===== config.mk =====
export PLATFORM = sky130hd
export DESIGN_NAME = keypad_scan_ctrl_flat
export DESIGN_NICKNAME = d
export VERILOG_FILES = /design/src/rtl/keypad_scan_ctrl_if.sv /design/src/rtl/keypad_scan_ctrl.sv /design/src/flat_wrapper.sv
export SDC_FILE = /design/constraint.sdc
export NUM_CORES = 1
export LEC_CHECK = 0
export ABC_CLOCK_PERIOD_IN_PS = 3000
export BUFFER_PORTS_ARGS = -buffer_cell sky130_fd_sc_hd__buf_2
export CAP_MARGIN = 5
export CELL_PAD_IN_SITES_DETAIL_PLACEMENT = 0
export CELL_PAD_IN_SITES_GLOBAL_PLACEMENT = 1
export CORE_AREA = 2 2 82 53
export CTS_CLUSTER_SIZE = 10
export DETAILED_ROUTE_END_ITERATION = 16
export DIE_AREA = 0 0 84 55
export PLACE_DENSITY = 0.79
export SLEW_MARGIN = 20
export SYNTH_ARGS = -nofsm -noshare
export SYNTH_HDL_FRONTEND = slang
export SYNTH_SLANG_ARGS = --single-unit

===== constraint.sdc =====
create_clock -name clk -period 3 [get_ports clk]
set_input_delay 0.6 -clock clk [delete_from_list [all_inputs] [get_ports clk]]
set_output_delay 0.6 -clock clk [all_outputs]
set_load 0.02 [all_outputs]

===== src/rtl/keypad_scan_ctrl_if.sv =====
// keypad_scan_ctrl_if
//   Signal bundle between one 4x4 keypad scan controller and the logic around it.
//   master : the keypad/host side (drives scan_en and row; receives the scan outputs)
//   slave  : the scan controller (drives col and the key report)
//   scan_en   1  1 = scanning enabled, 0 = keypad idle
//   row       4  keypad rows, active-high; row[3]=R0 .. row[0]=R3
//   col       4  one-hot column drive, col[c] drives column Cc
//   key_code  4  {row_idx, col_idx} of the last accepted key
//   key_valid 1  one-cycle strobe when key_code is updated
//   key_held  1  an accepted key has not yet been released
interface keypad_scan_ctrl_if;
  logic       scan_en;
  logic [3:0] row;
  logic [3:0] col;
  logic [3:0] key_code;
  logic       key_valid;
  logic       key_held;

  modport master (
    output scan_en, row,
    input  col, key_code, key_valid, key_held
  );

  modport slave (
    input  scan_en, row,
    output col, key_code, key_valid, key_held
  );
endinterface


===== src/rtl/keypad_scan_ctrl.sv =====
// keypad_scan_ctrl
//   Scan sequencer for one 4x4 keypad. Drives one column at a time, samples the rows
//   once per column dwell, debounces presses and releases, and reports each accepted
//   press as a key code with a one-cycle strobe.
// Parameters
//   SCAN_DIV  clk cycles per column dwell (>= 2)
//   DEBOUNCE  identical samples needed to accept a press or a release (>= 1)
// Ports
//   clk   system clock, rising edge
//   nRst  synchronous reset, active-low
//   kp    keypad_scan_ctrl_if.slave (scan_en, row in; col, key_code, key_valid, key_held out)
//
// state   | meaning
// --------+-----------------------------------------------------------------
// SCAN    | rotating columns, looking for a single-key sample
// CONFIRM | column frozen, counting samples that match the candidate key
// ACCEPT  | one cycle: publish key_code, strobe key_valid, raise key_held
// HELD    | column frozen, counting consecutive no-key samples for release
module keypad_scan_ctrl #(
  parameter int SCAN_DIV = 100,
  parameter int DEBOUNCE = 4
) (
  input  logic               clk,
  input  logic               nRst,
  keypad_scan_ctrl_if.slave  kp
);

  localparam int DW = $clog2(SCAN_DIV);
  localparam int CW = $clog2(DEBOUNCE + 1);
  localparam logic [DW-1:0] DWELL_LAST = DW'(SCAN_DIV - 1);
  localparam logic [CW-1:0] DEB_TARGET = CW'(DEBOUNCE);

  typedef enum logic [1:0] {S_SCAN, S_CONFIRM, S_ACCEPT, S_HELD} state_e;

  state_e          state_q, state_d;
  logic [3:0]      col_q, col_d;
  logic [DW-1:0]   dwell_q, dwell_d;
  logic [CW-1:0]   cnt_q, cnt_d;
  logic [3:0]      cand_q, cand_d;
  logic [3:0]      code_q, code_d;
  logic            valid_q, valid_d;
  logic            held_q, held_d;

  logic            sample;
  logic            row_valid;
  logic [1:0]      row_idx;
  logic [1:0]      col_idx;
  logic [3:0]      col_rot;
  logic [CW-1:0]   cnt_inc;

  always_comb begin
    row_idx = 2'd0;
    case (kp.row)
      4'b1000: row_idx = 2'd0;
      4'b0100: row_idx = 2'd1;
      4'b0010: row_idx = 2'd2;
      4'b0001: row_idx = 2'd3;
      default: row_idx = 2'd0;
    endcase
  end

  always_comb begin
    col_idx = 2'd0;
    case (col_q)
      4'b0001: col_idx = 2'd0;
      4'b0010: col_idx = 2'd1;
      4'b0100: col_idx = 2'd2;
      4'b1000: col_idx = 2'd3;
      default: col_idx = 2'd0;
    endcase
  end

  assign row_valid = $onehot(kp.row);
  assign sample    = (dwell_q == DWELL_LAST);
  assign col_rot   = {col_q[2:0], col_q[3]};
  assign cnt_inc   = cnt_q + 1'b1;

  always_comb begin
    state_d = state_q;
    col_d   = col_q;
    dwell_d = dwell_q;
    cnt_d   = cnt_q;
    cand_d  = cand_q;
    code_d  = code_q;
    valid_d = 1'b0;
    held_d  = held_q;

    if (!kp.scan_en) begin
      state_d = S_SCAN;
      col_d   = 4'b0000;
      dwell_d = '0;
      cnt_d   = '0;
      held_d  = 1'b0;
    end else if (col_q == 4'b0000) begin
      // First enabled cycle after an idle period: restart exactly like reset.
      col_d   = 4'b0001;
      dwell_d = '0;
    end else begin
      dwell_d = sample ? '0 : dwell_q + 1'b1;
      case (state_q)
        S_SCAN: begin
          if (sample) begin
            if (row_valid) begin
              cand_d  = {row_idx, col_idx};
              cnt_d   = CW'(1);
              state_d = (DEBOUNCE == 1) ? S_ACCEPT : S_CONFIRM;
            end else begin
              col_d = col_rot;
            end
          end
        end
        S_CONFIRM: begin
          if (sample) begin
            // Column is frozen, so matching the row index matches the whole code.
            if (row_valid && (row_idx == cand_q[3:2])) begin
              cnt_d = cnt_inc;
              if (cnt_inc == DEB_TARGET) state_d = S_ACCEPT;
            end else begin
              state_d = S_SCAN;
              col_d   = col_rot;
              cnt_d   = '0;
            end
          end
        end
        S_ACCEPT: begin
          code_d  = cand_q;
          valid_d = 1'b1;
          held_d  = 1'b1;
          cnt_d   = '0;
          state_d = S_HELD;
        end
        S_HELD: begin
          if (sample) begin
            if (kp.row == 4'b0000) begin
              cnt_d = cnt_inc;
              if (cnt_inc == DEB_TARGET) begin
                held_d  = 1'b0;
                col_d   = col_rot;
                cnt_d   = '0;
                state_d = S_SCAN;
              end
            end else begin
              cnt_d = '0;
            end
          end
        end
        default: state_d = S_SCAN;
      endcase
    end
  end

  always_ff @(posedge clk) begin
    if (!nRst) begin
      state_q <= S_SCAN;
      col_q   <= 4'b0001;
      dwell_q <= '0;
      cnt_q   <= '0;
      cand_q  <= '0;
      code_q  <= '0;
      valid_q <= 1'b0;
      held_q  <= 1'b0;
    end else begin
      state_q <= state_d;
      col_q   <= col_d;
      dwell_q <= dwell_d;
      cnt_q   <= cnt_d;
      cand_q  <= cand_d;
      code_q  <= code_d;
      valid_q <= valid_d;
      held_q  <= held_d;
    end
  end

  assign kp.col       = col_q;
  assign kp.key_code  = code_q;
  assign kp.key_valid = valid_q;
  assign kp.key_held  = held_q;

endmodule


===== src/flat_wrapper.sv =====
// flat-port wrapper written by rule: the top's interface ports become plain ports
module keypad_scan_ctrl_flat 
#(
  parameter int SCAN_DIV = 100,
  parameter int DEBOUNCE = 4
)
  (clk, nRst, kp_scan_en, kp_row, kp_col, kp_key_code, kp_key_valid, kp_key_held);
  keypad_scan_ctrl_if kp_i ();
  input  logic clk;
  input  logic nRst;
  input wire logic [$bits(kp_i.scan_en)-1:0] kp_scan_en;
  input wire logic [$bits(kp_i.row)-1:0] kp_row;
  output wire logic [$bits(kp_i.col)-1:0] kp_col;
  output wire logic [$bits(kp_i.key_code)-1:0] kp_key_code;
  output wire logic [$bits(kp_i.key_valid)-1:0] kp_key_valid;
  output wire logic [$bits(kp_i.key_held)-1:0] kp_key_held;
  assign kp_i.scan_en = kp_scan_en;
  assign kp_i.row = kp_row;
  assign kp_col = kp_i.col;
  assign kp_key_code = kp_i.key_code;
  assign kp_key_valid = kp_i.key_valid;
  assign kp_key_held = kp_i.key_held;
  keypad_scan_ctrl #(.SCAN_DIV(SCAN_DIV), .DEBOUNCE(DEBOUNCE)) u_core (.clk(clk), .nRst(nRst), .kp(kp_i));
endmodule

==> out/metrics.cfg <==
[outcome]
status=finished, final reports clean

[yosys]
synth-edff-count=0
synthMostInstantiatedCell=dfxtp_1
ys_ff_latch=26
syn-cell-area_um2=1494
synth_flop_cell=dfxtp_1
syn_area_per_cell_um2=9.396
synth_commonest_cells=dfxtp_1 (26), nor2_1 (24), ha_1 (17), inv_1 (13), mux2i_1 (10)
netlist_top_cells_area=dfxtp_1 (35%), ha_1 (14%), mux2i_1 (6.7%), nor2_1 (6.0%), inv_1 (3.3%)
async_flop_share=0
post-synth-top-area-fraction=0.3484
ys_warn_count=0
synthesis.instances=159
yosysSeqAreaShare=0.3484
yosysUniqueCellTypes=42
synth_top_cell_by_area=dfxtp_1
syn_nets=184

[min_path]
hp-class=flop to flop
hp-start=u_core.dwell_q[0]$_SDFF_PP0_

[clocking]
clock_latency_ns=0.27
clock-sinks=26
cts_tree=done
cts_buffer_depth=2
htree_levels=1
root_buffer=clkbuf_8
clk_pin_slew_ns=0.09
cts_made_buffers=3
ctsHoldBuffers=0

[timing]
slew_headroom=0.7706
fmaxAchievable_mhz=344.5
setup_viol=0
finalCritPeriodShare=0.9676
slew_viol_final=0
layout_min_cycle_time_ns=2.903
hold_ws_ns=0.4492
skew_ns=0.001436
worst_slew_pin_slew_ns=0.3404
hold_violations=0

[finish]
num-fill-cells=360
finalNonFillerCells=237
regArea_um2=520.5
final_util=0.4576
drive_gt1_frac=0.2086
area_delta_synth_final_pct=19.35
diodes=0
multi_input_comb_area_um2=928.4
finish.instance_area_um2=1783
nets=213

[placement]
placedInstanceArea_um2=1692
place_inst=232
dp.final_hpwl_mm=2.393
gp_congestion=0.8097
port-buffer-count=16

[setup_path]
cp.arrival_ns=3.09
critPathCaptureType=flop
r2r_start=u_core.dwell_q[0]$_SDFF_PP0_
required_ns=3.19
crit_type=input pin to flop
worst_setup_path_start_kind=input pin
cp-startpoint=kp_row[0]
worst-path-max-fanout=5

[routing]
firstDrtPassIters=4
vias=1242
wl_met3_um=130
highest_layer=met4
ant_nets=0
viasPerCell=5.241
drcViolationCount=0
drt-initial-drc-count=37
wl_mm=3.066
wl_per_cell_um=12.94
route.met2.wl_mm=1.376
wl_met1_mm=1.539

[run]
maxCapViolCount=0

[global_routing]
grt_pass1_vias=1089
grt_pass1_wl_mm=4.899
grt-ovfl-total=0
antenna_found_initial=0
grt_usage=0.1360
grt_max_degree=16

[die]
die-area_um2=4620
core_um2=3896
floorplan.rows=18
fp.dieW_um=84
ios=17
dieHeight_um=55
start_util=0.3834

[power]
power_density_nw_per_um2=394.1
power.total_mw=0.7026
ir_drop_v=0.0001851
cellLeakagePower_nw=0.7685

## worst paths after layout
kind	end	slack, ns	cells after the start
setup / recovery	u_core.cnt_q[0]$_SDFFE_PN0P_	0.1	12
hold / removal	u_core.dwell_q[0]$_SDFF_PP0_	0.45	1
setup reg to reg	u_core.kp.col[0]$_SDFFE_PN1P_	0.97	7
hold reg to reg	u_core.dwell_q[0]$_SDFF_PP0_	0.45	1
## metrics by stage
step                worst slack [ns]  setup TNS (ns)
detailed placement           -0.2050         -0.4816
global placement            -0.07046         -0.1006
floorplan                    0.07209               0
global route               -0.002978       -0.002978
CTS                          0.08575               0
finish                       0.09719               0
## repair_timing
| item | in CTS | in global routing |
|---|---|---|
| resized for setup | 0 | 1 |
| endpoints found under the setup margin | 0 | 1 |
| setup buffers | 0 | 1 |
## state kept, by name (all words and copies together), names as in the netlist, named ones only
register / cells
u_core.dwell_q: 7
u_core.cand_q: 4
u_core.kp.col: 4
u_core.kp.key_code: 4
u_core.cnt_q: 3
u_core.kp.key_held: 1
u_core.kp.key_valid: 1
u_core.state_q: 1
## placed cells by master (no fill, tap or decap), drive strengths merged, types with 3 or more instances in the layout
cell type	n
dfxtp	26
buf	25
nor2	24
ha	17
inv	13
mux2i	10
nand3	7
a21oi	7
xnor2	5
nor3	5
o21ai	5
xor2	4
nand2	4
nand2b	3
clkbuf	3
## area by class of cell
class                      count  area share
tap                           50     0.03509
sequential                    26      0.2919
clock buffer                   3     0.02316
multi-input combinational    118      0.5207
timing repair buffer          25     0.08281
inverter                      14     0.02947
clock inverter                 1     0.01684
## metal layers
layer / GRT usage / vias to the layer above
li1: - / 611
met5: 0 / -
met2: 0.2253 / 25
met4: 0.03495 / 0
met1: 0.1808 / 604
met3: 0.03561 / 2
## cell families (layout without fill, tap and decap cells)
group           Yosys count  count (layout)  share of synthesized area
buf+inv                  15              43                    0.03852
compound gates           27              27                     0.1415
flops                    26              26                     0.3484
mux                      10              10                    0.06700
simple gates             54              54                     0.1960
xor+xnor                  9               9                    0.05276
fa+ha+maj                18              18                     0.1558
## report_power, final
| group | internal (mW) | switching, mW | total [mW] |
|---|---|---|---|
| clock network | 0.179 | 0.116 | 0.294 |
| registers | 0.347 | 0.00235 | 0.350 |
| logic | 0.0246 | 0.0340 | 0.0586 |
| total | 0.550 | 0.152 | 0.703 |
## critical path, cell delays in order
cell and delay [ns]:
buf_2 0.09, inv_1 0.06, ha_1 0.29, ha_1 0.21, fa_1 0.42, or3b_1 0.45
buf_4 0.18, inv_1 0.06, nand4_1 0.21, o21ai_0 0.19, a21boi_1 0.11, a211oi_1 0.22
(Power assumes the default switching activity.)
